--- src/rtl/mm_control_initiator.sv ---
// Host-side initiator for the videocard control port: writes the start command,
// then polls the finish register until it reads 1 or the poll budget runs out.
module mm_control_initiator #(
    parameter int unsigned WIDTH     = 8,
    parameter int unsigned POLL_GAP  = 4,
    parameter int unsigned MAX_POLLS = 1024,
    parameter int unsigned COOLDOWN  = 24
) (
    input  logic             clk,
    input  logic             reset,
    input  logic             kick,
    output logic             address,
    output logic             write,
    output logic             read,
    output logic [WIDTH-1:0] data_write,
    input  logic [WIDTH-1:0] data_read,
    output logic             busy,
    output logic             done,
    output logic             timeout,
    output logic [15:0]      poll_count
);

    localparam int unsigned CNT_MAX = (POLL_GAP > COOLDOWN) ? POLL_GAP : COOLDOWN;
    localparam int unsigned CNT_W   = $clog2(CNT_MAX + 1);

    typedef enum logic [2:0] {
        IDLE  = 3'd0,
        WRITE = 3'd1,
        GAP   = 3'd2,
        READ  = 3'd3,
        CHECK = 3'd4,
        DONE  = 3'd5,
        TMO   = 3'd6,
        COOL  = 3'd7
    } state_t;

    state_t             state, state_d;
    logic [CNT_W-1:0]   cnt, cnt_d;

    logic               address_d;
    logic               write_d;
    logic               read_d;
    logic [WIDTH-1:0]   data_write_d;
    logic               busy_d;
    logic               done_d;
    logic               timeout_d;
    logic [15:0]        poll_count_d;

    // State and shared gap/cooldown counter
    always_ff @(posedge clk or posedge reset) begin
        if (reset) begin
            state <= IDLE;
            cnt   <= '0;
        end else begin
            state <= state_d;
            cnt   <= cnt_d;
        end
    end

    // Next-state and counter reload/decrement
    always_comb begin
        state_d = state;
        cnt_d   = cnt;
        case (state)
            IDLE: begin
                if (kick) state_d = WRITE;
            end
            WRITE: begin
                state_d = GAP;
                cnt_d   = CNT_W'(POLL_GAP - 1);
            end
            GAP: begin
                if (cnt == '0) state_d = READ;
                else           cnt_d   = cnt - CNT_W'(1);
            end
            READ: begin
                state_d = CHECK;
            end
            CHECK: begin
                // poll_count already includes the read that produced this data
                if (data_read == WIDTH'(1)) begin
                    state_d = DONE;
                end else if (poll_count == 16'(MAX_POLLS)) begin
                    state_d = TMO;
                end else begin
                    state_d = GAP;
                    cnt_d   = CNT_W'(POLL_GAP - 1);
                end
            end
            DONE, TMO: begin
                state_d = COOL;
                cnt_d   = CNT_W'(COOLDOWN - 1);
            end
            COOL: begin
                if (cnt == '0) state_d = IDLE;
                else           cnt_d   = cnt - CNT_W'(1);
            end
            default: begin
                state_d = IDLE;
            end
        endcase
    end

    // Output values for the upcoming state, registered below
    always_comb begin
        address_d    = address;
        write_d      = 1'b0;
        read_d       = 1'b0;
        data_write_d = '0;
        busy_d       = (state_d != IDLE);
        done_d       = (state_d == DONE);
        timeout_d    = (state_d == TMO);
        poll_count_d = poll_count;
        case (state_d)
            WRITE: begin
                address_d    = 1'b0;
                write_d      = 1'b1;
                data_write_d = WIDTH'(1);
                poll_count_d = '0;
            end
            READ: begin
                address_d = 1'b1;
                read_d    = 1'b1;
                if (poll_count != 16'hFFFF) poll_count_d = poll_count + 16'd1;
            end
            default: begin
            end
        endcase
    end

    always_ff @(posedge clk or posedge reset) begin
        if (reset) begin
            address    <= 1'b0;
            write      <= 1'b0;
            read       <= 1'b0;
            data_write <= '0;
            busy       <= 1'b0;
            done       <= 1'b0;
            timeout    <= 1'b0;
            poll_count <= '0;
        end else begin
            address    <= address_d;
            write      <= write_d;
            read       <= read_d;
            data_write <= data_write_d;
            busy       <= busy_d;
            done       <= done_d;
            timeout    <= timeout_d;
            poll_count <= poll_count_d;
        end
    end

endmodule

--- config.mk ---
export PLATFORM = sky130hd
export DESIGN_NAME = mm_control_initiator
export DESIGN_NICKNAME = d
export VERILOG_FILES = /design/src/rtl/mm_control_initiator.sv
export SDC_FILE = /design/constraint.sdc
export NUM_CORES = 1
export LEC_CHECK = 0
export CAP_MARGIN = 0
export CORE_MARGIN = 2
export CORE_UTILIZATION = 50
export CTS_CLUSTER_DIAMETER = 40
export DETAILED_ROUTE_END_ITERATION = 6
export DONT_BUFFER_PORTS = 1
export HOLD_SLACK_MARGIN = 0.1
export PLACE_DENSITY = 0.69
export SLEW_MARGIN = 10
export SYNTH_ARGS = -nofsm -noshare
export SYNTH_HDL_FRONTEND = slang
export SYNTH_SLANG_ARGS = --single-unit
--- constraint.sdc ---
create_clock -name clk -period 5 [get_ports clk]
set_clock_uncertainty 0.2 [all_clocks]
set_input_delay 0.75 -clock clk [delete_from_list [all_inputs] [get_ports clk]]
set_output_delay 0.75 -clock clk [all_outputs]
set_load 0.03 [all_outputs]
==> results of run 1 <==
## cell type report
| class | instances | area (um2) | area share [%] |
|---|---|---|---|
| multi-input cells | 144 | 911 | 49.6 |
| flip-flops and latches | 30 | 751 | 40.9 |
| well taps | 46 | 57.6 | 3.13 |
| inverters | 12 | 57.6 | 3.13 |
| clock buffers | 7 | 55.1 | 3.00 |
| clock inverters | 1 | 5.00 | 0.272 |
## flip-flops by register name, summed over array words and instances (netlist names)
name        count
done            1
poll_count     16
busy            1
data_write      1
address         1
read            1
state           3
timeout         1
cnt             5
## routing by layer
metal	track usage, %	share of wire, %	up-vias
met5	0	0	-
met3	8.10	9.3	8
li1	-	-	709
met2	29.2	45	65
met1	30.3	45	694
met4	9.84	1.5	0
## worst register-to-register path, stage by stage, from the launching register on
cell and delay (ps):
sky130_fd_sc_hd__dfrtp_1 390, sky130_fd_sc_hd__inv_1 120, sky130_fd_sc_hd__ha_1 180, sky130_fd_sc_hd__or4b_1 460, sky130_fd_sc_hd__or3_1 540, sky130_fd_sc_hd__clkinv_8 160, sky130_fd_sc_hd__o41ai_2 100, sky130_fd_sc_hd__and2_4 220
sky130_fd_sc_hd__a211o_1 300
## placed cells by master, fill, tap and decap left out, types with 2 or more instances in the layout
cell,Yosys,final
sky130_fd_sc_hd__a211o_1,3,3
sky130_fd_sc_hd__a21o_1,3,3
sky130_fd_sc_hd__a21oi_1,8,8
sky130_fd_sc_hd__a22o_1,4,4
sky130_fd_sc_hd__and2_1,2,2
sky130_fd_sc_hd__and3_1,4,4
sky130_fd_sc_hd__clkbuf_4,0,5
sky130_fd_sc_hd__conb_1,1,7
sky130_fd_sc_hd__dfrtp_1,30,30
sky130_fd_sc_hd__ha_1,4,4
sky130_fd_sc_hd__inv_1,11,10
sky130_fd_sc_hd__mux2_2,2,2
sky130_fd_sc_hd__nand2_1,15,15
sky130_fd_sc_hd__nand2b_1,4,4
sky130_fd_sc_hd__nand3_1,10,10
sky130_fd_sc_hd__nand4_1,7,7
sky130_fd_sc_hd__nor2_1,11,11
sky130_fd_sc_hd__nor3_1,6,6
sky130_fd_sc_hd__nor3b_1,4,4
sky130_fd_sc_hd__nor4_1,5,5
sky130_fd_sc_hd__nor4b_1,4,4
sky130_fd_sc_hd__o211ai_1,2,2
sky130_fd_sc_hd__o21ai_0,7,7
sky130_fd_sc_hd__o22ai_1,4,4
sky130_fd_sc_hd__o311ai_0,2,2
sky130_fd_sc_hd__o31ai_1,6,6
sky130_fd_sc_hd__or3_1,2,2
sky130_fd_sc_hd__xnor2_1,4,4
## worst min-delay path by stage
stage | from | end | slack, ps | cells past startpoint
detailed placement | cnt[0]$_DFFE_PP0P_ | cnt[3]$_DFFE_PP0P_ | 350 | 2
CTS | cnt[1]$_DFFE_PP0P_ | cnt[3]$_DFFE_PP0P_ | 360 | 2
floorplan | cnt[4]$_DFFE_PP0P_ | cnt[4]$_DFFE_PP0P_ | 310 | 2
finish | reset | poll_count[1]$_DFFE_PP0P_ | 140 | 1
global route | reset | poll_count[1]$_DFFE_PP0P_ | 200 | 1
global placement | cnt[0]$_DFFE_PP0P_ | cnt[3]$_DFFE_PP0P_ | 330 | 2
## metrics by stage
stage | cell area (um2) | cells | worst slack (ps)
floorplan | 1830 | 203 | 2490
global placement | 1780 | 232 | 2340
detailed placement | 1780 | 232 | 2270
CTS | 1840 | 240 | 2230
global route | 1840 | 240 | 2070
finish | 1840 | 240 | 2230
## Yosys cell counts (2+ instances only)
master	n	area, um2
sky130_fd_sc_hd__a211o_1	3	26.3
sky130_fd_sc_hd__a21o_1	3	22.5
sky130_fd_sc_hd__a21oi_1	8	40.0
sky130_fd_sc_hd__a22o_1	4	35.0
sky130_fd_sc_hd__and2_1	2	12.5
sky130_fd_sc_hd__and3_1	4	25.0
sky130_fd_sc_hd__buf_4	8	60.1
sky130_fd_sc_hd__buf_6	2	22.5
sky130_fd_sc_hd__clkbuf_1	6	22.5
sky130_fd_sc_hd__dfrtp_1	30	751
sky130_fd_sc_hd__ha_1	4	50.1
sky130_fd_sc_hd__inv_1	11	41.3
sky130_fd_sc_hd__mux2_2	2	22.5
sky130_fd_sc_hd__nand2_1	15	56.3
sky130_fd_sc_hd__nand2b_1	4	25.0
sky130_fd_sc_hd__nand3_1	10	50.1
sky130_fd_sc_hd__nand4_1	7	43.8
sky130_fd_sc_hd__nor2_1	11	41.3
sky130_fd_sc_hd__nor3_1	6	30.0
sky130_fd_sc_hd__nor3b_1	4	30.0
sky130_fd_sc_hd__nor4_1	5	31.3
sky130_fd_sc_hd__nor4b_1	4	35.0
sky130_fd_sc_hd__o211ai_1	2	15.0
sky130_fd_sc_hd__o21ai_0	7	35.0
sky130_fd_sc_hd__o22ai_1	4	25.0
sky130_fd_sc_hd__o311ai_0	2	17.5
sky130_fd_sc_hd__o31ai_1	6	45.0
sky130_fd_sc_hd__or3_1	2	12.5
sky130_fd_sc_hd__xnor2_1	4	35.0
## kinds of logic (layout without fill, tap and decap cells)
logic type	Yosys count	after routing	share of synthesized area, %
adders and majority gates	4	4	2.77
DFF	30	30	41.6
xor gates and xnor gates	4	4	1.94
AOI/OAI and AO/OA	47	47	18.6
buffers and inverters	29	20	9.28
muxes	2	2	1.25
other	1	7	0.208
and+or+nand+nor	80	80	24.4
## power groups by stage
stage	logic [mW]	clock network [mW]	registers, mW
2_1_floorplan	0.227	0	0.356
3_3_place_gp	0.224	0	0.393
3_5_place_dp	0.231	0	0.395
4_1_cts	0.232	0.160	0.391
5_1_grt	0.267	0.176	0.402
6_report	0.232	0.155	0.392
==> results.rst, run 1 <==
.. list-table::
   :header-rows: 1

   * - Metric
     - Value
   * - Clock tree from TritonCTS
     - built
   * - Die Outline Area
     - 4110 um2
   * - Fraction of layout cells with a size suffix above 1
     - 7.22%
   * - Buffer type at the clock tree root
     - sky130_fd_sc_hd__clkbuf_4
   * - Area of the placeable core
     - 3420 um2
   * - Area growth from synthesis to layout
     - 1.66%
   * - Post-Synthesis Cells
     - 197
   * - Vias in the first global route
     - 1388
   * - Placer congestion estimate
     - 0.882
   * - CP cell instances
     - inv_1 > ha_1 > or4b_1 > or3_1 > clkinv_8 > o41ai_2 > and2_4 > a211o_1
   * - Arr. time, crit path
     - 2800 ps
   * - Vias per cell
     - 6.15
   * - Final core utilization
     - 53.8%
   * - Unrepaired setup endpoints after global routing
     - no
   * - Flip-flop cell with the highest count after synthesis
     - sky130_fd_sc_hd__dfrtp_1
   * - Buffer depth of the longest clock path
     - 2
   * - Number of cell instances on the worst register-to-register path
     - 8
   * - Min-delay worst type
     - in -> async
   * - EDFF count, synth
     - 0
   * - Number of nets with antenna violations after detailed routing
     - 0
   * - Flop2flop setup slack
     - 2230 ps
   * - Later-pin clock latency in the skew report
     - 350 ps
   * - Status
     - finished, final reports clean
   * - Total gr overflow
     - 0
   * - Endpoint of the worst setup timing path
     - poll_count[13]$_DFFE_PP0P_
   * - Number of gates on the worst path with buffers counted
     - 8
   * - Async SR Flop Fraction
     - 100%
   * - Die H
     - 64.1 um
   * - Iteration count of the initial detailed-routing pass
     - 4
   * - Cell Pwr Density
     - 424 nW/um2
   * - Fmax
     - 360 MHz
   * - # port buffers
     - 0
   * - Worst stage delay on the critical path
     - 540 ps
   * - Number of hold violations in the final report
     - 0
   * - Smallest hold slack
     - 138 ps
   * - Final total power
     - 780 uW
   * - CTS clock-pin slew for the worst setup and hold paths
     - 110 ps
   * - Count of antenna diodes in the layout
     - 0
   * - Overall via count from detail_route
     - 1476
   * - Setup-violating endpoint count in the final report
     - 0
   * - Proportion of power drawn by combinational gates
     - 29.8%
   * - Sequential fraction of the synthesis area
     - 41.6%
   * - Standard cell with the maximum stage delay on the critical path
     - sky130_fd_sc_hd__or3_1
   * - Clock sinks
     - 30
   * - Overall global routing resource usage
     - 21.5%
   * - Switching Share
     - 42.0%
   * - Number of distinct standard cells referenced by the synthesized netlist
     - 46
   * - Worst Setup SP
     - cnt[0]$_DFFE_PP0P_
   * - Kind of critical path
     - reg -> reg
   * - Post-synthesis average cell area
     - 9.17 um2
   * - Required time worst endpoint
     - 5030 ps
   * - Buffer and inverter count on the worst path
     - 2
   * - Worst ir drop on vdd
     - 208 uV
   * - Switching Power
     - 327 uW
   * - Average wire per cell in the routed design
     - 16.1 um
   * - Category of cells accounting for the largest share of critical-path delay
     - simple AND/OR/NAND/NOR gates
   * - Setup Total Neg Slack
     - 0 ps
   * - Max-cap violation count
     - 0
   * - First-pass GRT wire length
     - 6800 um
   * - Total Routed Length
     - 3860 um
   * - Count of instances resized after the clock tree is built
     - 0
   * - Flip-flop and latch count after synthesis
     - 30
   * - Count of nets after finishing
     - 208
   * - Initial Utilization
     - 52.9%
   * - Least-Margin Pin Slew
     - 973 ps
   * - Total I/O pin count
     - 41
   * - Number of setup buffers added after CTS
     - 0
   * - Count of warnings emitted by yosys
     - 0
   * - Worst R2R Start
     - cnt[0]$_DFFE_PP0P_
   * - Pin count of the biggest net entering global routing
     - 31
   * - Slew HR
     - 34.2%
   * - Cell-internal power
     - 452 uW
   * - Clk network pwr share
     - 19.9%
   * - Initial drt markers
     - 110
   * - Leakage power
     - 0.818 nW
   * - Launching element type of the critical path
     - register
   * - Post-route DRC violation count
     - 0
   * - Number of core rows
     - 21
   * - Area of the mapped netlist
     - 1810 um2
   * - CTS hold repair buffers
     - 0
   * - Reg power frac
     - 50.3%
   * - Capturing element type of the critical path
     - register
   * - Final critical-path share of the clock period
     - 55.5%
   * - Initial antenna violation count
     - 0
   * - Chip width
     - 64.1 um
   * - Clock buffers created by TritonCTS
     - 5
   * - End of the worst register-to-register path
     - poll_count[13]$_DFFE_PP0P_
   * - Fill cell count
     - 321
   * - Period minus WS final
     - 2770 ps
   * - Detailed placer's ending HPWL
     - 2740 um
   * - Deepest level of the CTS H-tree
     - 2
   * - Pins Over Slew Limit
     - 0
   * - Maximum net fanout on the critical path
     - 15
Note: power is estimated with default switching activity, not from simulation.
==> run 2, diff against run 1 <==
==> constraint.sdc (replaced) <==
create_clock -name clk -period 2.6 [get_ports clk]
set_clock_uncertainty 0.2 [all_clocks]
set_input_delay 0.39 -clock clk [delete_from_list [all_inputs] [get_ports clk]]
set_output_delay 0.39 -clock clk [all_outputs]
set_load 0.03 [all_outputs]
==> results.rst, run 2 (synthesized netlist as in run 1, its figures left out) <==
.. list-table::
   :header-rows: 1

   * - Metric
     - Value
   * - Status
     - finished, final reports clean
   * - Die Outline Area
     - 4110 um2
   * - Standard cell with the maximum stage delay on the critical path
     - sky130_fd_sc_hd__or4b_4
   * - Count of nets after finishing
     - 227
   * - Most frequent standard cell in the layout excluding fill and tap cells
     - sky130_fd_sc_hd__dfrtp_1
   * - Number of hold violations in the final report
     - 0
   * - Worst ir drop on vdd
     - 470 uV
   * - Number of core rows
     - 21
   * - Chip width
     - 64.1 um
   * - Number of setup buffers added after CTS
     - 0
   * - Buffer and inverter count on the worst path
     - 2
   * - Capturing element type of the critical path
     - register
   * - Cell Pwr Density
     - 810 nW/um2
   * - Setup-violating endpoint count in the final report
     - 0
   * - Overall global routing resource usage
     - 23.2%
   * - Area growth from synthesis to layout
     - 11.4%
   * - Setup slack of the critical path after layout
     - 76.5 ps
   * - Number of nets with antenna violations after detailed routing
     - 0
   * - Final total power
     - 1.63 mW
   * - Later-pin clock latency in the skew report
     - 330 ps
   * - Total Routed Length
     - 4270 um
   * - Buffer type at the clock tree root
     - sky130_fd_sc_hd__clkbuf_4
   * - Number of gates on the worst path with buffers counted
     - 8
   * - Max-cap violation count
     - 0
   * - Regs by FF count
     - poll_count x16, cnt x5, state x3
   * - Least-Margin Pin Slew
     - 529 ps
   * - Pin count of the biggest net entering global routing
     - 31
   * - Overall via count from detail_route
     - 1600
   * - Fmax
     - 396 MHz
   * - Worst R2R Start
     - cnt[0]$_DFFE_PP0P_
   * - Period minus WS final
     - 2520 ps
   * - Launching element type of the critical path
     - register
   * - First-pass GRT wire length
     - 7450 um
   * - Final critical-path share of the clock period
     - 97.1%
   * - Initial Utilization
     - 52.9%
   * - Initial drt markers
     - 99
   * - # port buffers
     - 0
   * - Setup Total Neg Slack
     - 0 ps
   * - Final core utilization
     - 58.9%
   * - Max FFs per register
     - 16
   * - Total I/O pin count
     - 41
   * - Worst Setup SP
     - cnt[0]$_DFFE_PP0P_
   * - Iteration count of the initial detailed-routing pass
     - 4
   * - Clock sinks
     - 30
   * - Leakage power
     - 0.923 nW
   * - Category of cells accounting for the largest share of critical-path delay
     - simple AND/OR/NAND/NOR gates
   * - Arr. time, crit path
     - 2550 ps
   * - Clock buffers created by TritonCTS
     - 5
   * - Endpoint of the worst setup timing path
     - poll_count[13]$_DFFE_PP0P_
   * - Total gr overflow
     - 0
   * - Vias in the first global route
     - 1639
   * - Leading cell types in the layout, fill and taps excluded
     - sky130_fd_sc_hd__dfrtp_1 (30), sky130_fd_sc_hd__buf_4 (17), sky130_fd_sc_hd__nand2_1 (15)
   * - Worst stage delay on the critical path
     - 470 ps
   * - Min-delay worst type
     - in -> reg
   * - Number of cell instances on the worst register-to-register path
     - 8
   * - Area of the placeable core
     - 3420 um2
   * - Count of antenna diodes in the layout
     - 0
   * - Buffer depth of the longest clock path
     - 2
   * - Required time worst endpoint
     - 2630 ps
   * - Vias per cell
     - 6.18
   * - Die H
     - 64.1 um
   * - CP cell instances
     - inv_2 > ha_1 > or4b_4 > or3_4 > clkinv_8 > o41ai_2 > and2_4 > a211o_1
   * - Slew HR
     - 64.8%
   * - Flop2flop setup slack
     - 80 ps
   * - Clock tree from TritonCTS
     - built
   * - Register with the most flip-flops
     - poll_count
   * - Average wire per cell in the routed design
     - 16.5 um
   * - Post-route DRC violation count
     - 0
   * - Fraction of layout cells with a size suffix above 1
     - 15.5%
   * - End of the worst register-to-register path
     - poll_count[13]$_DFFE_PP0P_
   * - Kind of critical path
     - reg -> reg
   * - Setup slack after placement
     - 9.33 ps
   * - Deepest level of the CTS H-tree
     - 2
   * - Pins Over Slew Limit
     - 0
   * - Detailed placer's ending HPWL
     - 3080 um
   * - Placer congestion estimate
     - 0.928
   * - CTS clock-pin slew for the worst setup and hold paths
     - 100 ps
   * - Fill cell count
     - 309
   * - Initial antenna violation count
     - 0
   * - Smallest hold slack
     - 118 ps
   * - Maximum net fanout on the critical path
     - 12
run 2: stage by stage:
step | std cells | instance area [um2]
2_1_floorplan | 203 | 1830
3_3_place_gp | 249 | 1900
3_5_place_dp | 249 | 1900
4_1_cts | 259 | 2010
5_1_grt | 259 | 2010
6_report | 259 | 2010
run 2: worst reg2reg max path, cell delays in order, from the launching register on:
cell and delay, ps:
sky130_fd_sc_hd__dfrtp_1 410, sky130_fd_sc_hd__inv_2 90, sky130_fd_sc_hd__ha_1 170, sky130_fd_sc_hd__or4b_4 470, sky130_fd_sc_hd__or3_4 390, sky130_fd_sc_hd__clkinv_8 70
sky130_fd_sc_hd__o41ai_2 80, sky130_fd_sc_hd__and2_4 220, sky130_fd_sc_hd__a211o_1 310
run 2: power breakdown:
| part | internal (mW) | switching (mW) |
|---|---|---|
| sequential | 0.553 | 0.158 |
| clock | 0.203 | 0.168 |
| combinational | 0.221 | 0.327 |
run 2: per-layer routing:
layer | global-route usage, % | part of all wire (%) | vias up
met2 | 36.1 | 48 | 81
met5 | 0 | 0 | -
li1 | - | - | 741
met1 | 30.0 | 42 | 770
met3 | 7.04 | 8.1 | 8
met4 | 10.1 | 1.5 | 0
run 2: how the worst min path moves through the flow:
| stage | startpoint | endpoint | slack, ps | cells after the start |
|---|---|---|---|---|
| after floorplan | reset | address$_DFFE_PP0P_ | 280 | 1 |
| after global placement | reset | poll_count[2]$_DFFE_PP0P_ | 180 | 2 |
| after detailed placement | reset | poll_count[2]$_DFFE_PP0P_ | 190 | 2 |
| after CTS | data_read[7] | done$_DFF_PP0_ | 100 | 3 |
| after global routing | data_read[7] | done$_DFF_PP0_ | 130 | 3 |
| final | data_read[7] | done$_DFF_PP0_ | 120 | 3 |
run 2: final cells by class:
class                   instances  area (um2)  share of cell area, %
clock buffers                   6        41.3                   2.05
clock inverters                 2        37.5                   1.87
inverters                      12        57.6                   2.86
multi-input cells             144         920                   45.7
flip-flops and latches         30         751                   37.3
well taps                      46        57.6                   2.86
repair buffers                 19         148                   7.34
run 2: what timing repair did:
action                                  4_1_cts  5_1_grt
gates resized for setup                       1        2
hold buffers                                  2        0
endpoints found under the hold margin        31        0
endpoints found under the setup margin        1       11
==> run 3, diff against run 2 <==
--- a/config.mk
+++ b/config.mk
@@ -6,9 +6,11 @@
 export NUM_CORES = 1
 export LEC_CHECK = 0
 export CAP_MARGIN = 0
+export CORE_ASPECT_RATIO = 0.5
 export CORE_MARGIN = 2
 export CORE_UTILIZATION = 50
 export CTS_CLUSTER_DIAMETER = 40
+export CTS_CLUSTER_SIZE = 28
 export DETAILED_ROUTE_END_ITERATION = 6
 export DONT_BUFFER_PORTS = 1
 export HOLD_SLACK_MARGIN = 0.1
==> results.rst, run 3 (synthesized netlist as in run 1, its figures left out) <==
.. list-table::
   :header-rows: 1

   * - Metric
     - Value
   * - Die H
     - 46.5 um
   * - Standard cell with the maximum stage delay on the critical path
     - sky130_fd_sc_hd__or4b_1
   * - Final critical-path share of the clock period
     - 95.5%
   * - First-pass GRT wire length
     - 6300 um
   * - Leakage power
     - 0.917 nW
   * - Number of hold violations in the final report
     - 0
   * - Chip width
     - 89.0 um
   * - Initial Utilization
     - 52.3%
   * - Area of the placeable core
     - 3450 um2
   * - Arr. time, crit path
     - 2450 ps
   * - CTS clock-pin slew for the worst setup and hold paths
     - 70 ps
   * - Clock buffers created by TritonCTS
     - 5
   * - Buffer depth of the longest clock path
     - 2
   * - Worst ir drop on vdd
     - 341 uV
   * - Period minus WS final
     - 2480 ps
   * - Total Routed Length
     - 3910 um
   * - Clock tree from TritonCTS
     - built
   * - Flop2flop setup slack
     - 120 ps
   * - Min-delay worst type
     - in -> reg
   * - Cell Pwr Density
     - 815 nW/um2
   * - Capturing element type of the critical path
     - register
   * - Overall global routing resource usage
     - 20.7%
   * - Number of core rows
     - 15
   * - Initial antenna violation count
     - 0
   * - Number of setup buffers added after CTS
     - 0
   * - Fraction of layout cells with a size suffix above 1
     - 13.8%
   * - Later-pin clock latency in the skew report
     - 280 ps
   * - Launching element type of the critical path
     - register
   * - Worst R2R Start
     - cnt[0]$_DFFE_PP0P_
   * - Vias in the first global route
     - 1348
   * - Status
     - finished, final reports clean
   * - # port buffers
     - 0
   * - Detailed placer's ending HPWL
     - 2840 um
   * - Iteration count of the initial detailed-routing pass
     - 4
   * - Die Outline Area
     - 4140 um2
   * - Count of cells along the worst hold path
     - 3
   * - Most frequent standard cell in the layout excluding fill and tap cells
     - sky130_fd_sc_hd__dfrtp_1
   * - Vias per cell
     - 5.90
   * - Pin count of the biggest net entering global routing
     - 31
   * - Maximum net fanout on the critical path
     - 12
   * - Area growth from synthesis to layout
     - 10.8%
   * - Launch point of the worst hold path
     - data_read[6]
   * - Least-Margin Pin Slew
     - 527 ps
   * - Count of nets after finishing
     - 224
   * - Setup-violating endpoint count in the final report
     - 0
   * - Final core utilization
     - 58.0%
   * - Setup Total Neg Slack
     - 0 ps
   * - Worst stage delay on the critical path
     - 450 ps
   * - Overall via count from detail_route
     - 1541
   * - Total gr overflow
     - 0
   * - Deepest level of the CTS H-tree
     - 2
   * - Pins Over Slew Limit
     - 0
   * - Clock sinks
     - 30
   * - Unrepaired setup endpoints after global routing
     - no
   * - Max FFs per register
     - 16
   * - End of the worst register-to-register path
     - poll_count[13]$_DFFE_PP0P_
   * - Number of nets with antenna violations after detailed routing
     - 0
   * - Register with the most flip-flops
     - poll_count
   * - Leading cell types in the layout, fill and taps excluded
     - sky130_fd_sc_hd__dfrtp_1 (30), sky130_fd_sc_hd__nand2_1 (15), sky130_fd_sc_hd__buf_4 (15)
   * - Placer congestion estimate
     - 0.889
   * - Post-route DRC violation count
     - 0
   * - Buffer type at the clock tree root
     - sky130_fd_sc_hd__clkbuf_8
   * - Total I/O pin count
     - 41
   * - Number of cell instances on the worst register-to-register path
     - 8
   * - Count of antenna diodes in the layout
     - 0
   * - Kind of critical path
     - reg -> reg
   * - Regs by FF count
     - poll_count x16, cnt x5, state x3
   * - Average wire per cell in the routed design
     - 15.0 um
   * - Max-cap violation count
     - 0
   * - Fmax
     - 403 MHz
   * - Slew HR
     - 64.9%
   * - Fill cell count
     - 325
   * - CP cell instances
     - inv_1 > ha_1 > or4b_1 > or3_4 > clkinv_8 > o41ai_2 > and2_4 > a211o_1
   * - Required time worst endpoint
     - 2560 ps
   * - WHS Endpoint
     - done$_DFF_PP0_
   * - Initial drt markers
     - 146
run 3: changes by cell type in the layout (fill, tap and decap cells not counted), sizes merged:
cell         change
buf              -2
bufinv           -1
clkinvlp         -1
clkbuf           +1
clkinv           +1
dlygate4sd3      -1
run 3: area by class of cell:
cell class / instances / area (um2) / area share (%)
sequential: 30 / 751 / 37.5
multi-input combinational: 144 / 916 / 45.7
inverter: 12 / 57.6 / 2.88
tap: 51 / 63.8 / 3.19
clock inverter: 1 / 5.00 / 0.250
clock buffer: 7 / 86.3 / 4.31
timing repair buffer: 16 / 123 / 6.13
run 3: stage by stage:
| step | cells | area, um2 | hold WS (ps) | power [mW] | setup WS [ps] |
|---|---|---|---|---|---|
| after detailed placement | 252 | 1900 | 182 | 1.24 | 54.4 |
| after global placement | 252 | 1900 | 176 | 1.22 | 125 |
| final | 261 | 2000 | 179 | 1.63 | 117 |
| after global routing | 261 | 2000 | 189 | 1.74 | 3.28 |
| after CTS | 261 | 2000 | 170 | 1.63 | 47.5 |
| after floorplan | 203 | 1830 | 281 | 1.12 | 91.8 |
run 3: report_power, final:
group	switching (mW)	internal, mW	total [mW]	leakage (nW)
clock network	0.173	0.213	0.386	0.0482
registers	0.159	0.554	0.713	0.392
logic	0.319	0.213	0.533	0.477
total	0.651	0.981	1.63	0.917
run 3: worst max-delay path by stage:
stage,startpoint,end,slack [ps],cells past startpoint
floorplan,cnt[0]$_DFFE_PP0P_,poll_count[13]$_DFFE_PP0P_,90,10
global placement,cnt[0]$_DFFE_PP0P_,poll_count[13]$_DFFE_PP0P_,130,8
CTS,cnt[0]$_DFFE_PP0P_,poll_count[2]$_DFFE_PP0P_,50,8
detailed placement,cnt[0]$_DFFE_PP0P_,poll_count[2]$_DFFE_PP0P_,50,8
finish,cnt[0]$_DFFE_PP0P_,poll_count[13]$_DFFE_PP0P_,120,8
global route,cnt[0]$_DFFE_PP0P_,poll_count[12]$_DFFE_PP0P_,3,9
run 3: critical path: cells and delay by family, from the launching register on:
kind                       cells  cell delay, ps
adders and majority gates      1             170
DFF                            1             380
and+or+nand+nor                3            1060
AOI/OAI and AO/OA              2             370
buffers and inverters          2             190
run 3: metal layers:
metal / track usage [%] / vias to the layer above / part of all wire, %
met4: 8.06 / 0 / 1.1
li1: - / 733 / -
met2: 31.6 / 66 / 45
met5: 0 / - / 0
met1: 27.9 / 736 / 47
met3: 6.09 / 6 / 7.2
run 3: repair_timing:
item                       CTS  global route
setup endpoints to repair    0             8
hold buffers                 1             0
hold endpoints to repair    30             0
resized for setup            0             1
